===== src/rtl/rle_enc_param.sv =====
`default_nettype none
// ============================================================================
// Module   : rle_enc_param
// Brief    : Parametrised run-length encoder with per-beat end-of-packet.
//            Emits {symbol, count, last} runs over a valid/ready output.
//            Optional on-demand run flush enabled by macro RLE_ENC_FLUSH_EN.
// Revision : 1.0 - initial release
// ============================================================================
module rle_enc_param #(
    parameter int SYMBOL_WIDTH = 8,
    parameter int COUNT_WIDTH  = 4
) (
    input  logic                    clk,
    input  logic                    reset,
`ifdef RLE_ENC_FLUSH_EN
    input  logic                    flush,
`endif
    input  logic [SYMBOL_WIDTH-1:0] in_data,
    input  logic                    in_last,
    input  logic                    in_vld,
    output logic                    in_rdy,
    output logic [SYMBOL_WIDTH-1:0] out_symbol,
    output logic [COUNT_WIDTH-1:0]  out_count,
    output logic                    out_last,
    output logic                    out_vld,
    input  logic                    out_rdy
);

    localparam logic [COUNT_WIDTH-1:0] c_MAXC = {COUNT_WIDTH{1'b1}};
    localparam logic [COUNT_WIDTH-1:0] c_ONE  = {{(COUNT_WIDTH-1){1'b0}}, 1'b1};

    // TAIL holds the single-symbol run left over when a split lands on in_last
    typedef enum logic [1:0] {
        ST_EMPTY = 2'd0,
        ST_RUN   = 2'd1,
        ST_TAIL  = 2'd2
    } state_t;

    state_t                    r_state;
    state_t                    w_state_nxt;
    logic [SYMBOL_WIDTH-1:0]   r_run_sym;
    logic [SYMBOL_WIDTH-1:0]   w_sym_nxt;
    logic [COUNT_WIDTH-1:0]    r_run_cnt;
    logic [COUNT_WIDTH-1:0]    w_cnt_nxt;

    logic                      r_out_vld;
    logic [SYMBOL_WIDTH-1:0]   r_out_sym;
    logic [COUNT_WIDTH-1:0]    r_out_cnt;
    logic                      r_out_last;

    logic                      w_out_free;
    logic                      w_accept;
    logic                      w_emit;
    logic [SYMBOL_WIDTH-1:0]   w_emit_sym;
    logic [COUNT_WIDTH-1:0]    w_emit_cnt;
    logic                      w_emit_last;

    assign w_out_free = ~r_out_vld | out_rdy;
    assign in_rdy     = ~reset & (r_state != ST_TAIL) & w_out_free;
    assign w_accept   = in_vld & in_rdy;

    assign out_vld    = r_out_vld;
    assign out_symbol = r_out_sym;
    assign out_count  = r_out_cnt;
    assign out_last   = r_out_last;

    // Run state register
    always_ff @(posedge clk) begin
        if (reset) begin
            r_state   <= ST_EMPTY;
            r_run_sym <= '0;
            r_run_cnt <= '0;
        end else begin
            r_state   <= w_state_nxt;
            r_run_sym <= w_sym_nxt;
            r_run_cnt <= w_cnt_nxt;
        end
    end

    // Next-state and emission decision; every emission path implies out_free
    always_comb begin
        w_state_nxt = r_state;
        w_sym_nxt   = r_run_sym;
        w_cnt_nxt   = r_run_cnt;
        w_emit      = 1'b0;
        w_emit_sym  = r_run_sym;
        w_emit_cnt  = r_run_cnt;
        w_emit_last = 1'b0;
        case (r_state)
            ST_EMPTY: begin
                if (w_accept) begin
                    if (in_last) begin
                        w_emit      = 1'b1;
                        w_emit_sym  = in_data;
                        w_emit_cnt  = c_ONE;
                        w_emit_last = 1'b1;
                    end else begin
                        w_state_nxt = ST_RUN;
                        w_sym_nxt   = in_data;
                        w_cnt_nxt   = c_ONE;
                    end
                end
            end
            ST_RUN: begin
                if (w_accept) begin
                    if ((in_data == r_run_sym) && (r_run_cnt != c_MAXC)) begin
                        if (in_last) begin
                            w_emit      = 1'b1;
                            w_emit_cnt  = r_run_cnt + c_ONE;
                            w_emit_last = 1'b1;
                            w_state_nxt = ST_EMPTY;
                        end else begin
                            w_cnt_nxt   = r_run_cnt + c_ONE;
                        end
                    end else begin
                        // Close the current run and open a new one with this beat
                        w_emit      = 1'b1;
                        w_sym_nxt   = in_data;
                        w_cnt_nxt   = c_ONE;
                        w_state_nxt = in_last ? ST_TAIL : ST_RUN;
                    end
                end
`ifdef RLE_ENC_FLUSH_EN
                else if (flush && !in_vld && w_out_free) begin
                    w_emit      = 1'b1;
                    w_state_nxt = ST_EMPTY;
                end
`endif
            end
            ST_TAIL: begin
                if (w_out_free) begin
                    w_emit      = 1'b1;
                    w_emit_last = 1'b1;
                    w_state_nxt = ST_EMPTY;
                end
            end
            default: begin
                w_state_nxt = ST_EMPTY;
            end
        endcase
    end

    // Output register: load on emission, drop valid after a handshake
    always_ff @(posedge clk) begin
        if (reset) begin
            r_out_vld  <= 1'b0;
            r_out_sym  <= '0;
            r_out_cnt  <= '0;
            r_out_last <= 1'b0;
        end else if (w_emit) begin
            r_out_vld  <= 1'b1;
            r_out_sym  <= w_emit_sym;
            r_out_cnt  <= w_emit_cnt;
            r_out_last <= w_emit_last;
        end else if (out_rdy) begin
            r_out_vld  <= 1'b0;
        end
    end

endmodule
`default_nettype wire

===== config.mk =====
export PLATFORM = sky130hd
export DESIGN_NAME = rle_enc_param
export DESIGN_NICKNAME = d
export VERILOG_FILES = /design/src/rtl/rle_enc_param.sv
export SDC_FILE = /design/constraint.sdc
export NUM_CORES = 1
export LEC_CHECK = 0
export CAP_MARGIN = 30
export CORE_AREA = 3 3 104 56
export CTS_CLUSTER_DIAMETER = 50
export CTS_CLUSTER_SIZE = 25
export DETAILED_ROUTE_END_ITERATION = 8
export DIE_AREA = 0 0 107 59
export PLACE_DENSITY = 0.47
export SLEW_MARGIN = 40
export SYNTH_ARGS = -nofsm -noshare
export SYNTH_HDL_FRONTEND = slang
export SYNTH_SLANG_ARGS = --single-unit

===== constraint.sdc =====
create_clock -name clk -period 4.9 [get_ports clk]
set_input_delay 0.735 -clock clk [delete_from_list [all_inputs] [get_ports clk]]
set_output_delay 0.735 -clock clk [all_outputs]
set_load 0.1 [all_outputs]

-- After elaboration in Yosys (flattened, before gate mapping)
Index checks and enable logic that the tools add are counted.
- register bits: 28
- input port bits: 13
- output and inout bits: 15
- $add $sub $neg: 1
- equality and inequality tests: 12
- multiplexer cells: 39
- bitwise gates (word level): 6
- reduce and logical (&&, ||, !) cells: 7
- operators by type and width (operator ; number):
    two-way mux 8 bit ; 7
    two-way mux 4 bit ; 10
    one-hot mux 4 bit (2 select lines) ; 2
    one-hot mux 8 bit (2 select lines) ; 1
    AND reduction 5 bit ; 3
    two-way mux 2 bit ; 7
    != test 2 bit, second input constant ; 6
    two-way mux 1 bit ; 9
    == test 8 bit ; 1
    != test 3 bit, second input constant ; 2
    one-hot mux 1 bit (3 select lines) ; 2
    one-hot mux 2 bit (3 select lines) ; 1
    adder 4 x 1 -> 4 bit, second input constant ; 1
    != test 4 bit, second input constant ; 1
    nonzero test 2 bit ; 2
    AND 1 bit ; 3
    == test 2 x 1 -> 1 bit, second input constant ; 1
    == test 2 bit, second input constant ; 1
    logical NOT 2 bit ; 1
    NOT 1 bit ; 2
    logical AND 1 bit ; 1
    OR 1 bit ; 1

-- Depth between registers and ports, before layout
- word-level depth: 7
- depth in mapped cells: 9
- gate-level depth less buffers: 7

-- Least setup slack after synthesis
OpenSTA, ideal clock, no wires.
- path type: register -> output
- start: reg r_out_vld, in the netlist out_vld
- end: out in_rdy
- arrival time: 2974 ps
- data required time: 4165 ps
- setup slack: 1191 ps
- cell stages (with the launch flop): 3
- buffers on the path: 0
- cell sequence: dfxtp_1 nor2b_1 nor3_1
- longest elaborated chain between the ends: 3
- RTL lines (element ; RTL line ; source):
    start: declaration ; 46 ; logic r_out_vld;
    start signal: assignment ; 146 ; r_out_vld <= 1'b0;
    start signal: assignment ; 151 ; r_out_vld <= 1'b1;
    start signal: assignment ; 156 ; r_out_vld <= 1'b0;
    NOT 1 bit ; 58 ; assign w_out_free = ~r_out_vld | out_rdy;
    OR 1 bit ; 58 ;
    AND 1 bit ; 59 ; assign in_rdy = ~reset & (r_state != ST_TAIL) & w_out_free;
    end: declaration ; 21 ; output logic in_rdy,
No other way between the ends.

-- Worst setup path in the final report
- start: in reset
- end: reg r_out_cnt[1], in the netlist out_count[1]
- longest elaborated chain between the ends: 6
- elaborated cells on any way between the ends: 10
- RTL lines (element ; RTL line ; source):
    start: declaration ; 14 ; input logic reset,
    NOT 1 bit ; 59 ;
    AND 1 bit (2 in a row) ; 59 ;
    AND 1 bit ; 60 ; assign w_accept = in_vld & in_rdy;
    two-way mux 1 bit, or another cell as far along ; 105 ; if (w_accept) begin
    one-hot mux 1 bit (3 select lines) or one-hot mux 4 bit (2 select lines) (tied branches) ; 89 ; case (r_state)
    end signal: assignment ; 153 ; r_out_cnt <= w_emit_cnt;
    end: declaration ; 48 ; logic [COUNT_WIDTH-1:0] r_out_cnt;
Several ways; a longest one is shown, not always the timed one.
A chain may end at the register's enable or synchronous reset.

==> results.yml <==
setup_path:
  cp-start-kind: "input pin"
  critical-path-max-stage-delay_ns: 0.64
  timing.critical_path.cells: "clkdlybuf4s50_1 -> buf_4 -> nor2_1 -> nand3_1 -> or3_1 -> and2_1 -> mux2i_1 -> a211oi_1"
  crit_family: "simple AND/OR/NAND/NOR gates"
  worst-endpoint-arrival_ns: 2.91
  cp.buffers_inverters: 2
  crit_type: "input pin to register"
  worstPathRequired_ns: 5.04
  setup.worst_path.end_class: "register"
  critical_path_peak_fanout: 31
  timing.critical_path.slowest_stage_cell: "or3_1"
finish:
  nets: 203
  num_antenna_cells: 0
  mostFrequentLayoutCell: "dfxtp_1"
  areaGrowthSynthToFinish_pct: 19.9
  area_of_the_multi_input_gates_um2: 831
  final-seq-area_um2: 561
  most_frequent_cells_in_the_layout: "28 x dfxtp_1, 26 x nor2_1, 17 x mux2i_1"
  num-fill-cells: 501
  final_instance_count_without_filler_cells: 257
  post_route_cells_drive_above_1_share_pct: 15.0
cts:
  cts_tree: "yes"
  tritoncts.num_buffers: 3
  clockRootBuffer: "clkbuf_8"
  cts_num_sinks: 28
  postCtsSetupRepairBufs: 0
  clk_pin_slew_ns: 0.10
  clock_latency_ns: 0.28
  clock_tree.htree_level_count: 1
  post_cts_resized: 0
  number_of_buffers_inserted_for_hold_repair_after_clock_tree_synthesis: 0
  maximum_root_to_sink_buffer_count: 2
placement:
  place.gp.congestion: 0.789
  place_hpwl_um: 2380
  place.detailed.instances: 253
  port_buffers: 27
synth:
  yosysSeqAreaShare_pct: 38.0
  syn_avg_cell_area_um2: 9.00
  synth-warning-count: 0
  synth_cell_type_count: 40
  synth_top_flop_cell: "dfxtp_1"
  postSynthNetCount: 179
  synth_enable_flop_cells: 0
  synthArstFlopShare_pct: 0
  synth.ff_latch_count: 28
  post_synth_inst_count: 164
  syn_area_um2: 1480
global_route:
  groute.usage.overall_pct: 11.3
  grt_first_pass_wirelength_um: 5640
  antenna_found_initial: 0
  pin_count_of_the_biggest_net_entering_global_routing: 32
  via_count_of_the_first_global_routing_pass: 1171
  grt-ovfl-total: 0
routing:
  drt-initial-drc-count: 34
  pre_repair_dr_iteration_count: 4
  route.detailed.wl_per_inst_um: 12.8
  route.vias.total: 1234
  routed_wirelength_um: 3280
  post-route-drc-count: 0
  vias_per_cell: 4.80
  ant_nets: 0
floorplan:
  design.portCount: 28
  die_h_um: 59
  die_x_um: 107
  fp-row-count: 18
  initial_utilization_pct: 29.9
  die-area_um2: 6310
  fp.coreArea_um2: 4930
power:
  power_mw: 0.585
  ir_drop_mv: 0.132
  powerDensity_nw_per_um2: 330
  leak_pwr_nw: 0.718
timing:
  final_period_minus_worst_setup_slack_ns: 2.76
  worstMarginPinSlew_ns: 0.573
  unrepaired_setup_endpoints_after_global_routing: "no"
  skew_ns: 0.00435
  hold_viol: 0
  setup_viol: 0
  final_min_period_over_clock_period_pct: 56.4
  timing.fmax_mhz: 362
  timing.slew.headroom_pct: 61.8
  setup_tns_ns: 0
  pins_over_their_slew_limit: 0
run_status:
  status: "complete, no violations"
flow_run:
  timing.max_cap.violations: 0
min_path:
  timing.hold.worst.class: "register to register"
layer usage:
layer / routed length, µm / GRT usage [%] / vias to the layer above
met5: 0 / 0 / -
met4: 21 / 1.82 / 0
met3: 133 / 3.48 / 2
met2: 1420 / 17.2 / 17
met1: 1700 / 16.1 / 576
li1: - / - / 639
worst paths after layout:
check / start / end / slack, ns / cells after the start
setup / recovery: reset / out_count[1] / 2.14 / 8
hold / removal: out_count[3] / out_count[3] / 0.50 / 2
setup reg to reg: r_run_cnt[0] / out_count[0] / 2.48 / 7
hold reg to reg: out_count[3] / out_count[3] / 0.50 / 2
synth_stat cells (all sizes together), types with 3 or more instances:
master  instances  share of area (%)
dfxtp          28                 38
nor2           27                7.0
mux2i          17                 12
a211oi         11                5.6
xor2            8                4.7
a21oi           7                2.4
buf             5                3.0
nand2           5                1.3
o21ai           5                1.7
clkbuf          4                1.8
inv             4                1.0
nand3           4                1.4
nor2b           4                1.7
or3             4                1.8
a311oi          3                1.8
nor3            3                1.4
through the flow:
stage / setup WS (ns) / hold slack, ns / util (%) / area (µm²)
floorplan: 1.19 / 0.463 / - / 1480
global placement: 1.74 / 0.487 / 35.9 / 1770
detailed placement: 1.84 / 0.482 / 34.4 / 1700
CTS: 2.12 / 0.499 / 35.9 / 1770
global route: 1.92 / 0.530 / 35.9 / 1770
finish: 2.14 / 0.496 / 35.9 / 1770
power by group:
| part | internal, mW | switching [mW] |
|---|---|---|
| registers | 0.240 | 0.00867 |
| logic | 0.0386 | 0.110 |
| clock network | 0.109 | 0.0779 |
| total | 0.388 | 0.196 |
worst register-to-register path, delay by kind of cell, from the launching register on:
| kind | cells | cell delay (ns) |
|---|---|---|
| compound gates | 3 | 0.90 |
| fa+ha+maj | 1 | 0.24 |
| flops | 1 | 0.39 |
| simple gates | 3 | 0.82 |
layout make-up:
class	instances	share of cell area, %
clock inverters	1	1.70
clock buffers	3	2.33
well taps	70	4.95
repair buffers	28	11.6
inverters	4	0.848
flip-flops and latches	28	31.7
multi-input cells	123	46.9
sequential cells by signal (all words and copies together), names as in the netlist:
name        count
out_symbol      8
out_last        1
r_run_sym       8
r_run_cnt       4
r_state         2
out_vld         1
out_count       4
kinds of logic (layout without fill, tap and decap cells):
kind of cell | count (synthesis) | count (layout) | synth area share (%)
muxes | 17 | 17 | 11.5
and+or+nand+nor | 60 | 60 | 21.2
DFF | 28 | 28 | 38.0
adders and majority gates | 2 | 2 | 1.69
AOI/OAI and AO/OA | 36 | 36 | 17.1
xor gates and xnor gates | 8 | 8 | 4.75
buffers and inverters | 13 | 36 | 5.76
No activity file was read; power rests on OpenSTA's default activity.
